===== config.mk =====
export PLATFORM = sky130hd
export DESIGN_NAME = main_addsub
export DESIGN_NICKNAME = d
export VERILOG_FILES = /design/src/rtl/main_addsub_pkg.sv /design/src/rtl/main_addsub_mod_reduce.sv /design/src/rtl/main_addsub.sv
export SDC_FILE = /design/constraint.sdc
export NUM_CORES = 1
export LEC_CHECK = 0
export ABC_AREA = 1
export BUFFER_PORTS_ARGS = -buffer_cell sky130_fd_sc_hd__buf_2
export CAP_MARGIN = 20
export CORE_MARGIN = 1
export CORE_UTILIZATION = 30
export CTS_CLUSTER_SIZE = 16
export DETAILED_ROUTE_END_ITERATION = 12
export PLACE_DENSITY = 0.59
export SETUP_SLACK_MARGIN = 0.02
export SYNTH_ARGS = -nofsm -noshare
export SYNTH_HDL_FRONTEND = slang
export SYNTH_SLANG_ARGS = --single-unit

===== constraint.sdc =====
create_clock -name clk -period 3.1 [get_ports clk]
set_input_delay 0.155 -clock clk [delete_from_list [all_inputs] [get_ports clk]]
set_output_delay 0.155 -clock clk [all_outputs]
set_load 0.1 [all_outputs]

===== src/rtl/main_addsub_pkg.sv =====
// Shared constants and types for the modulo-11 add/subtract block.
package main_addsub_pkg;

    // Operand and result width in bits
    localparam int W = 4;

    // Modulus of the arithmetic
    localparam int MOD_M = 11;

    // Width of the signed intermediates.
    // Add spans 0..30 and subtract spans -15..15, so 6 signed bits hold both.
    localparam int IW = 6;

    // Number of compare-and-correct stages in the reducer.
    // Raw values span -15..30, so at most two +/-11 corrections are needed.
    localparam int STEPS = 2;

    // Operation select encoding
    typedef enum logic {
        OP_ADD = 1'b0,
        OP_SUB = 1'b1
    } op_e;

    // Zero-extend an unsigned operand into a signed intermediate
    function automatic logic signed [IW-1:0] widen(input logic [W-1:0] v);
        return $signed({{(IW-W){1'b0}}, v});
    endfunction

endpackage


===== src/rtl/main_addsub_mod_reduce.sv =====
// Combinational correction of a signed intermediate into the range 0..MOD_M-1
// using a short chain of compare-and-correct stages (no divider).
module mod_reduce
    import main_addsub_pkg::*;
(
    input  logic signed [IW-1:0] value,
    output logic        [W-1:0]  result
);

    localparam logic signed [IW-1:0] MOD_S = IW'(MOD_M);

    // stage[0] is the raw value; each later stage is one correction step
    logic signed [IW-1:0] stage [0:STEPS];
    logic signed [IW-1:0] final_value;

    assign stage[0] = value;

    // Each stage pulls the value one modulus closer to 0..MOD_M-1:
    // negative values gain MOD_M, values at or above MOD_M lose MOD_M.
    // Once in range a stage passes the value through unchanged.
    generate
        for (genvar gi = 0; gi < STEPS; gi++) begin : g_step
            assign stage[gi+1] = stage[gi][IW-1]     ? stage[gi] + MOD_S :
                                 (stage[gi] >= MOD_S) ? stage[gi] - MOD_S :
                                                        stage[gi];
        end
    endgenerate

    assign final_value = stage[STEPS];

    // Final value is within 0..MOD_M-1, so the low W bits carry it exactly
    assign result = W'(final_value);

endmodule


===== src/rtl/main_addsub.sv =====
// Modulo-11 adder/subtractor on 4-bit unsigned operands with a registered
// result (latency 1, one operation per cycle, no handshake).
module main_addsub
    import main_addsub_pkg::*;
(
    input  logic clk,
    input  logic rst,
    input  logic s,
    input  logic x3,
    input  logic x2,
    input  logic x1,
    input  logic x0,
    input  logic y3,
    input  logic y2,
    input  logic y1,
    input  logic y0,
    output logic z3,
    output logic z2,
    output logic z1,
    output logic z0
);

    op_e                  op;
    logic        [W-1:0]  x_vec;
    logic        [W-1:0]  y_vec;
    logic signed [IW-1:0] x_ext;
    logic signed [IW-1:0] y_ext;
    logic signed [IW-1:0] raw_value;
    logic        [W-1:0]  z_next;
    logic        [W-1:0]  z_reg;

    // Gather the individual operand bits into vectors, MSB first.
    // Operands 11..15 are used at full value; the reducer handles them.
    assign op    = op_e'(s);
    assign x_vec = {x3, x2, x1, x0};
    assign y_vec = {y3, y2, y1, y0};
    assign x_ext = widen(x_vec);
    assign y_ext = widen(y_vec);

    // Raw signed sum or difference before modular correction
    always_comb begin
        raw_value = x_ext + y_ext;
        if (op == OP_SUB) begin
            raw_value = x_ext - y_ext;
        end
    end

    mod_reduce u_mod_reduce (
        .value  (raw_value),
        .result (z_next)
    );

    // Output register; reset wins over the inputs sampled in that cycle
    always_ff @(posedge clk) begin
        if (rst) begin
            z_reg <= '0;
        end else begin
            z_reg <= z_next;
        end
    end

    assign z3 = z_reg[3];
    assign z2 = z_reg[2];
    assign z1 = z_reg[1];
    assign z0 = z_reg[0];

endmodule


Word-level counts from Yosys, hierarchy flattened:

Index checks and enable logic that the tools add are counted.

* register bits after elaboration: 4
* bits of input ports: 11
* logic and storage cells: 14
* output and inout port bits: 4

* $add $sub $neg: 6
* $lt $le $gt $ge: 2
* multiplexer cells: 5

Operator list (number)
* 2-to-1 mux 6 bit: 3
* >= comparator 6 x 5 -> 1 bit (second input constant): 2
* 2-to-1 mux 4 bit: 2
* adder 6 x 5 -> 6 bit (second input constant): 1
* subtractor 6 x 5 -> 6 bit (second input constant): 1
* adder 4 x 4 -> 5 bit: 1
* subtractor 4 x 4 -> 5 bit: 1
* adder 4 bit (second input constant): 1
* subtractor 4 bit (second input constant): 1

Depth between registers and ports, before layout:

Gate-level depths: netlist of run 1.

* word-level depth: 8
* gate-level depth with buffers: 24
* mapped depth without buffers: 24

By module:

A second synthesis of run 1 with hierarchy kept.

* cell total of the unflattened synthesis: 143
* area total of the unflattened synthesis: 894.6 um^2

Modules (own cells, without submodules)
* mod_reduce: area each 466.7 um^2, instances 1, cells each 81, seq. area each 0.0 um^2
* main_addsub: area each 427.9 um^2, instances 1, cells each 62, seq. area each 80.1 um^2

Worst setup path before layout of run 1:

Ideal clock, no wire load.

* path type: input to register
* start: in x0
* end: reg z_reg[2]
* stages on the path: 19
* data arrival time: 2544 ps
* required time: 2985 ps
* path buffers: 0
* path slack: 441 ps
* library setup time: 115 ps
* path through: inv_1 -> ha_1 -> fa_1 -> or2_1 -> o21ai_0 -> ha_1 -> inv_1 -> nand2_1 -> nand2_2 -> nand2_1 -> xor2_2 -> ha_1 -> inv_1 -> nand3_1 -> nand3_2 -> nand2_1 -> nand3_1 -> a21oi_1 -> nor2_1

* cells in the longest elaborated chain, start to end: 8
* elaborated cells on any way between the ends: 13
* those cells by class: add/sub (6); order compare (2); mux (5)

Ends and longest elaborated chain
* start: declaration: RTL line main_addsub.sv:12 `input logic x0,`
* adder 4 x 4 -> 5 bit or subtractor 4 x 4 -> 5 bit (tied branches): RTL line main_addsub.sv:42, main_addsub.sv:44
* 2-to-1 mux 6 bit (*): RTL line main_addsub.sv:43 `if (op == OP_SUB) begin`
* subtractor 6 x 5 -> 6 bit or >= comparator 6 x 5 -> 1 bit (tied branches): RTL line main_addsub_mod_reduce.sv:24 `(stage[gi] >= MOD_S) ? stage[gi] - MOD_S :`
* 2-to-1 mux 6 bit: RTL line main_addsub_mod_reduce.sv:24
* 2-to-1 mux 6 bit (*): RTL line main_addsub_mod_reduce.sv:23 `assign stage[gi+1] = stage[gi][IW-1] ? stage[gi] + MOD_S :`
* >= comparator 6 x 5 -> 1 bit or subtractor 4 bit (tied branches): RTL line main_addsub_mod_reduce.sv:24
* 2-to-1 mux 4 bit: RTL line main_addsub_mod_reduce.sv:24
* 2-to-1 mux 4 bit (*): RTL line main_addsub_mod_reduce.sv:23
* end signal: assignment: RTL line main_addsub.sv:58 `z_reg <= z_next;`
* end: declaration: RTL line main_addsub.sv:30 `logic [W-1:0] z_reg;`

Every way passes the cells marked *; elsewhere a longest branch is shown, timed or not.
A chain may end at the register's enable or synchronous reset.

Worst setup path in the final report of run 1:

* start: in x0
* end: reg z_reg[3]

The elaborated chain is that of the path after synthesis.

==> results of run 1 <==
-- cell type report --
class	count	area (µm²)	area share
clock buffers	3	22.52	0.02446
inverters	27	101.3	0.1101
multi-input cells	96	609.3	0.6617
flip-flops and latches	4	80.08	0.08696
well taps	30	37.54	0.04076
repair buffers	14	70.07	0.07609
-- metrics by stage --
step                      power, mW  utilization  std cells  instance area, µm²
final                        0.5304       0.3717        174               920.9
after global routing         0.5905       0.3717        174               920.9
after CTS                    0.5373       0.3717        174               920.9
after detailed placement     0.4724       0.3626        171               898.4
after global placement       0.4675       0.3626        171               898.4
after floorplan              0.4071            -        127               790.8
-- layer usage --
| layer | GRT usage | vias up | wire (µm) |
|---|---|---|---|
| met2 | 0.2438 | 17 | 721 |
| met4 | 0 | 0 | 10 |
| met1 | 0.1231 | 330 | 667 |
| met5 | 0 | - | 0 |
| met3 | 0.02586 | 4 | 31 |
| li1 | - | 429 | - |
-- where the power goes --
part,switching [mW],internal [mW],total (mW)
Clock,0.0183,0.0431,0.0614
Sequential,0.00335,0.0705,0.0738
Combinational,0.295,0.101,0.395
-- layout by cell type, fill, tap and decap left out, types with 2 or more instances in the layout --
master and count:
fa_1 2, a21oi_1 5, nand2_1 32, nand2_2 2
o21ai_2 4, inv_1 26, xor2_2 2, buf_2 14
dfxtp_1 4, nand3_1 11, o21ai_0 7, clkbuf_4 3
ha_1 12, nor2_1 12, or2_1 2
-- cells by family (layout without fill, tap and decap cells) --
family	after synthesis	count (layout)	synth area share
XOR/XNOR	2	2	0.04114
AO/OA/AOI/OAI	18	18	0.1487
flip-flops	4	4	0.1013
AND/OR/NAND/NOR	62	62	0.3402
adder cells (fa/ha/maj)	14	14	0.2405
buffers and inverters	27	44	0.1282
-- final timing paths --
kind                                   to  cells past startpoint
worst max-delay path  z_reg[3]$_SDFF_PP0_                     20
worst min-delay path  z_reg[1]$_SDFF_PP0_                      4
==> impl_metrics.yaml, run 1 <==
run_status:
  status: "finished, final reports clean"
placed_design:
  place_congestion: 0.7518
  io_buffers: 14
  pre_cts_slack_ns: 0.07482
  hpwlAfterDp_mm: 1.272
setup_path:
  crit_buf_inv: 4
  cp_top_family: "adder cells"
  arrival_ns: 2.87
  worstSetupPathType: "primary input to register"
  crit_required_ns: 3.21
  crit_fanout: 6
  cp-start-kind: "primary input"
  critical_path.startpoint: "x0"
  cp-end-kind: "register"
  critPathSlowestCell: "fa_1"
  worstPathCellList: "buf_2, inv_1, ha_1, fa_1, or2_1, o21ai_0, ha_1, inv_1, nand2_1, nand2_2, nand2_1, xor2_2, ha_1, inv_1, nand3_1, nand3_2, nand2_1, nand3_1, a21oi_1, nor2_1"
  slowest_delay_ns: 0.43
routing:
  dr.pass1.iters: 5
  via_per_inst: 4.483
  wl_per_cell_um: 8.218
  vias: 780
  routed_wl_mm: 1.430
  antenna_left: 0
  drc: 0
  drt-initial-drc-count: 9
sta:
  rsz0062_at_grt: "false"
  setup_viol: 0
  slew_violations: 0
  min_period_ns: 2.757
  tightest_slew_ns: 0.4839
  hold_violations: 0
  max_slew_margin: 0.6796
  holdWs_ns: 0.1997
  finalSetupTns_ns: 0
  setup_ws_ns: 0.3428
  period_share: 0.8894
  fmax_mhz: 362.7
yosys:
  synth_cell_types: 19
  yosysTopAreaCell: "ha_1"
  synth_top_area_share: 0.1899
  netlist_top_cells_area: "ha_1 (19%), nand2_1 (15%), inv_1 (12%), dfxtp_1 (10%), nand3_1 (7.0%)"
  synthFlopType: "dfxtp_1"
  postSynthAreaPerCell_um2: 6.226
  ys_ff_latch: 4
  yosysMostFrequentCell: "nand2_1"
  ys_seq_area_frac: 0.1013
  synthTopCellsByCount: "nand2_1 (32), inv_1 (26), ha_1 (12), nor2_1 (12), nand3_1 (11)"
  synth_edf_count: 0
  syn_nets: 152
  ys_warn_count: 0
  syn_inst: 127
  async_reset_ff_frac: 0
  syn_area_um2: 790.8
power:
  power_density_mw_per_mm2: 575.9
  leakage_nw: 0.5468
  ir_drop_mv: 0.5464
hold_path:
  hp-class: "primary input to register"
  hp-start: "rst"
grt:
  grt_overflow: 0
  antenna_found_initial: 0
  grt_max_degree: 7
  grt_pass1_vias: 695
  track_usage: 0.1177
  grt_pass1_wl_mm: 2.546
cts:
  postCtsSetupBuffers: 0
  cts_num_sinks: 4
  cts_resized: 0
  cts_hold_buf: 0
  cts_max_path_buffers: 2
  cts_tree: "done"
  path_clk_slew_ns: 0.04
  cts-root-buf: "clkbuf_4"
  cts_htree_levels: 1
  numCtsBuffers: 3
floorplanning:
  die_h_um: 53.34
  die_area_mm2: 0.002845
  die_w_um: 53.34
  start_util: 0.3192
  io_pins: 15
  num_rows: 18
  core-area_mm2: 0.002477
cells_and_area:
  layout-drive-gt1-share: 0.1944
  num_antenna_cells: 0
  area_delta_synth_final_pct: 16.46
  nets: 171
  fillerInstances: 280
  largest_register_ffs: 4
run:
  cap_violations: 0
No activity file was read; power rests on OpenSTA's default activity.
==> run 2, diff against run 1 <==
PLACE_DENSITY = 0.45   (was 0.59)
==> impl_metrics.yaml, run 2 (synthesis results as in run 1) <==
run_status:
  status: "finished, final reports clean"
routing:
  drt-initial-drc-count: 11
  routed_wl_mm: 1.611
  drc: 0
  wl_per_cell_um: 9.153
  dr.pass1.iters: 4
  vias: 796
  antenna_left: 0
  via_per_inst: 4.523
setup_path:
  critPathSlowestCell: "fa_1"
  slowest_delay_ns: 0.43
  worstSetupPathType: "primary input to register"
  crit_required_ns: 3.22
  cp_top_family: "adder cells"
  arrival_ns: 2.83
  worstPathCellList: "buf_2, inv_1, ha_1, fa_1, or2_1, o21ai_0, ha_1, inv_1, nand2_1, nand2_2, nand2_1, xor2_2, ha_1, inv_1, nand3_1, nand3_2, nand2_1, nand3_1, a21oi_1, nor2_1"
  crit_fanout: 5
  cp-end-kind: "register"
  cp-start-kind: "primary input"
  crit_buf_inv: 4
  critical_path.startpoint: "x0"
floorplanning:
  io_pins: 15
  die_area_mm2: 0.002845
  num_rows: 18
  start_util: 0.3192
  die_h_um: 53.34
  core-area_mm2: 0.002477
  die_w_um: 53.34
sta:
  min_period_ns: 2.704
  fmax_mhz: 369.8
  setup_ws_ns: 0.3961
  slew_violations: 0
  finalSetupTns_ns: 0
  tightest_slew_ns: 0.4842
  setup_viol: 0
  max_slew_margin: 0.6794
  period_share: 0.8722
  hold_violations: 0
  rsz0062_at_grt: "false"
placed_design:
  io_buffers: 14
  pre_cts_slack_ns: 0.1400
  hpwlAfterDp_mm: 1.433
  place_congestion: 0.7911
  dp_cells: 173
grt:
  grt_max_degree: 7
  grt_pass1_wl_mm: 2.829
  antenna_found_initial: 0
  grt_pass1_vias: 722
  track_usage: 0.1349
  grt_overflow: 0
cts:
  cts_hold_buf: 0
  cts_num_sinks: 4
  cts_htree_levels: 1
  cts_resized: 0
  cts_max_path_buffers: 2
  cts_tree: "done"
  path_clk_slew_ns: 0.04
  cts-root-buf: "clkbuf_4"
  postCtsSetupBuffers: 0
  numCtsBuffers: 3
power:
  ir_drop_mv: 0.7015
  leakage_nw: 0.5565
  p_seq_frac: 0.136
  power_density_mw_per_mm2: 587.0
  power_switching_uw: 326.1
  swShare: 0.5936
  p_comb_frac: 0.747
  pwr-share-clk: 0.117
  intPower_uw: 223.3
cells_and_area:
  area_delta_synth_final_pct: 18.35
  fillerInstances: 279
  num_antenna_cells: 0
  layout.cells.most_common: "nand2_1"
  mostFrequentLayoutCells: "nand2_1 (32), inv_1 (26), buf_2 (14), nor2_1 (12), ha_1 (12)"
  largest_register_ffs: 4
  final_cells: 176
  layout-drive-gt1-share: 0.2055
  nets: 173
hold_path:
  hp-start: "rst"
  hp-class: "primary input to register"
run:
  cap_violations: 0
-- run 2: per-stage QoR --
stage / instance area [µm²] / hold slack, ns / util / power [mW]
after global routing: 935.9 / 0.2153 / 0.3778 / 0.6078
after global placement: 913.4 / 0.4324 / 0.3687 / 0.4868
after CTS: 935.9 / 0.1889 / 0.3778 / 0.5561
final: 935.9 / 0.1913 / 0.3778 / 0.5494
after detailed placement: 913.4 / 0.4384 / 0.3687 / 0.4878
after floorplan: 790.8 / 0.3142 / - / 0.4071
-- run 2: worst min-delay path, stage by stage --
cell and delay (ns):
buf_2 0.09, a21oi_1 0.03, o21ai_0 0.06, nor2_1 0.04
-- run 2: per-layer routing --
metal,up-vias,track usage,part of all wire
li1,435,-,-
met3,0,0.03448,0.040
met5,-,0,0
met4,0,0.01316,0
met1,345,0.1740,0.49
met2,16,0.2292,0.47
-- run 2: worst paths after layout --
kind	depth (start not counted)	slack, ns	end
worst max-delay path	20	0.40	z_reg[3]$_SDFF_PP0_
worst min-delay path	4	0.19	z_reg[1]$_SDFF_PP0_
-- run 2: final cells by class --
| type | count | area [µm²] | share of cell area |
|---|---|---|---|
| flip-flops and latches | 4 | 80.08 | 0.08556 |
| clock buffers | 3 | 22.52 | 0.02406 |
| inverters | 27 | 101.3 | 0.1083 |
| multi-input cells | 96 | 609.3 | 0.6511 |
| repair buffers | 16 | 85.08 | 0.09091 |
| well taps | 30 | 37.54 | 0.04011 |
-- run 2: power by group through the flow --
stage	sequential [mW]	clock [mW]	combinational, mW
floorplan	0.213	0	0.194
global placement	0.0742	0	0.413
detailed placement	0.0757	0	0.412
CTS	0.0749	0.0671	0.414
global route	0.0775	0.0725	0.458
finish	0.0745	0.0643	0.411
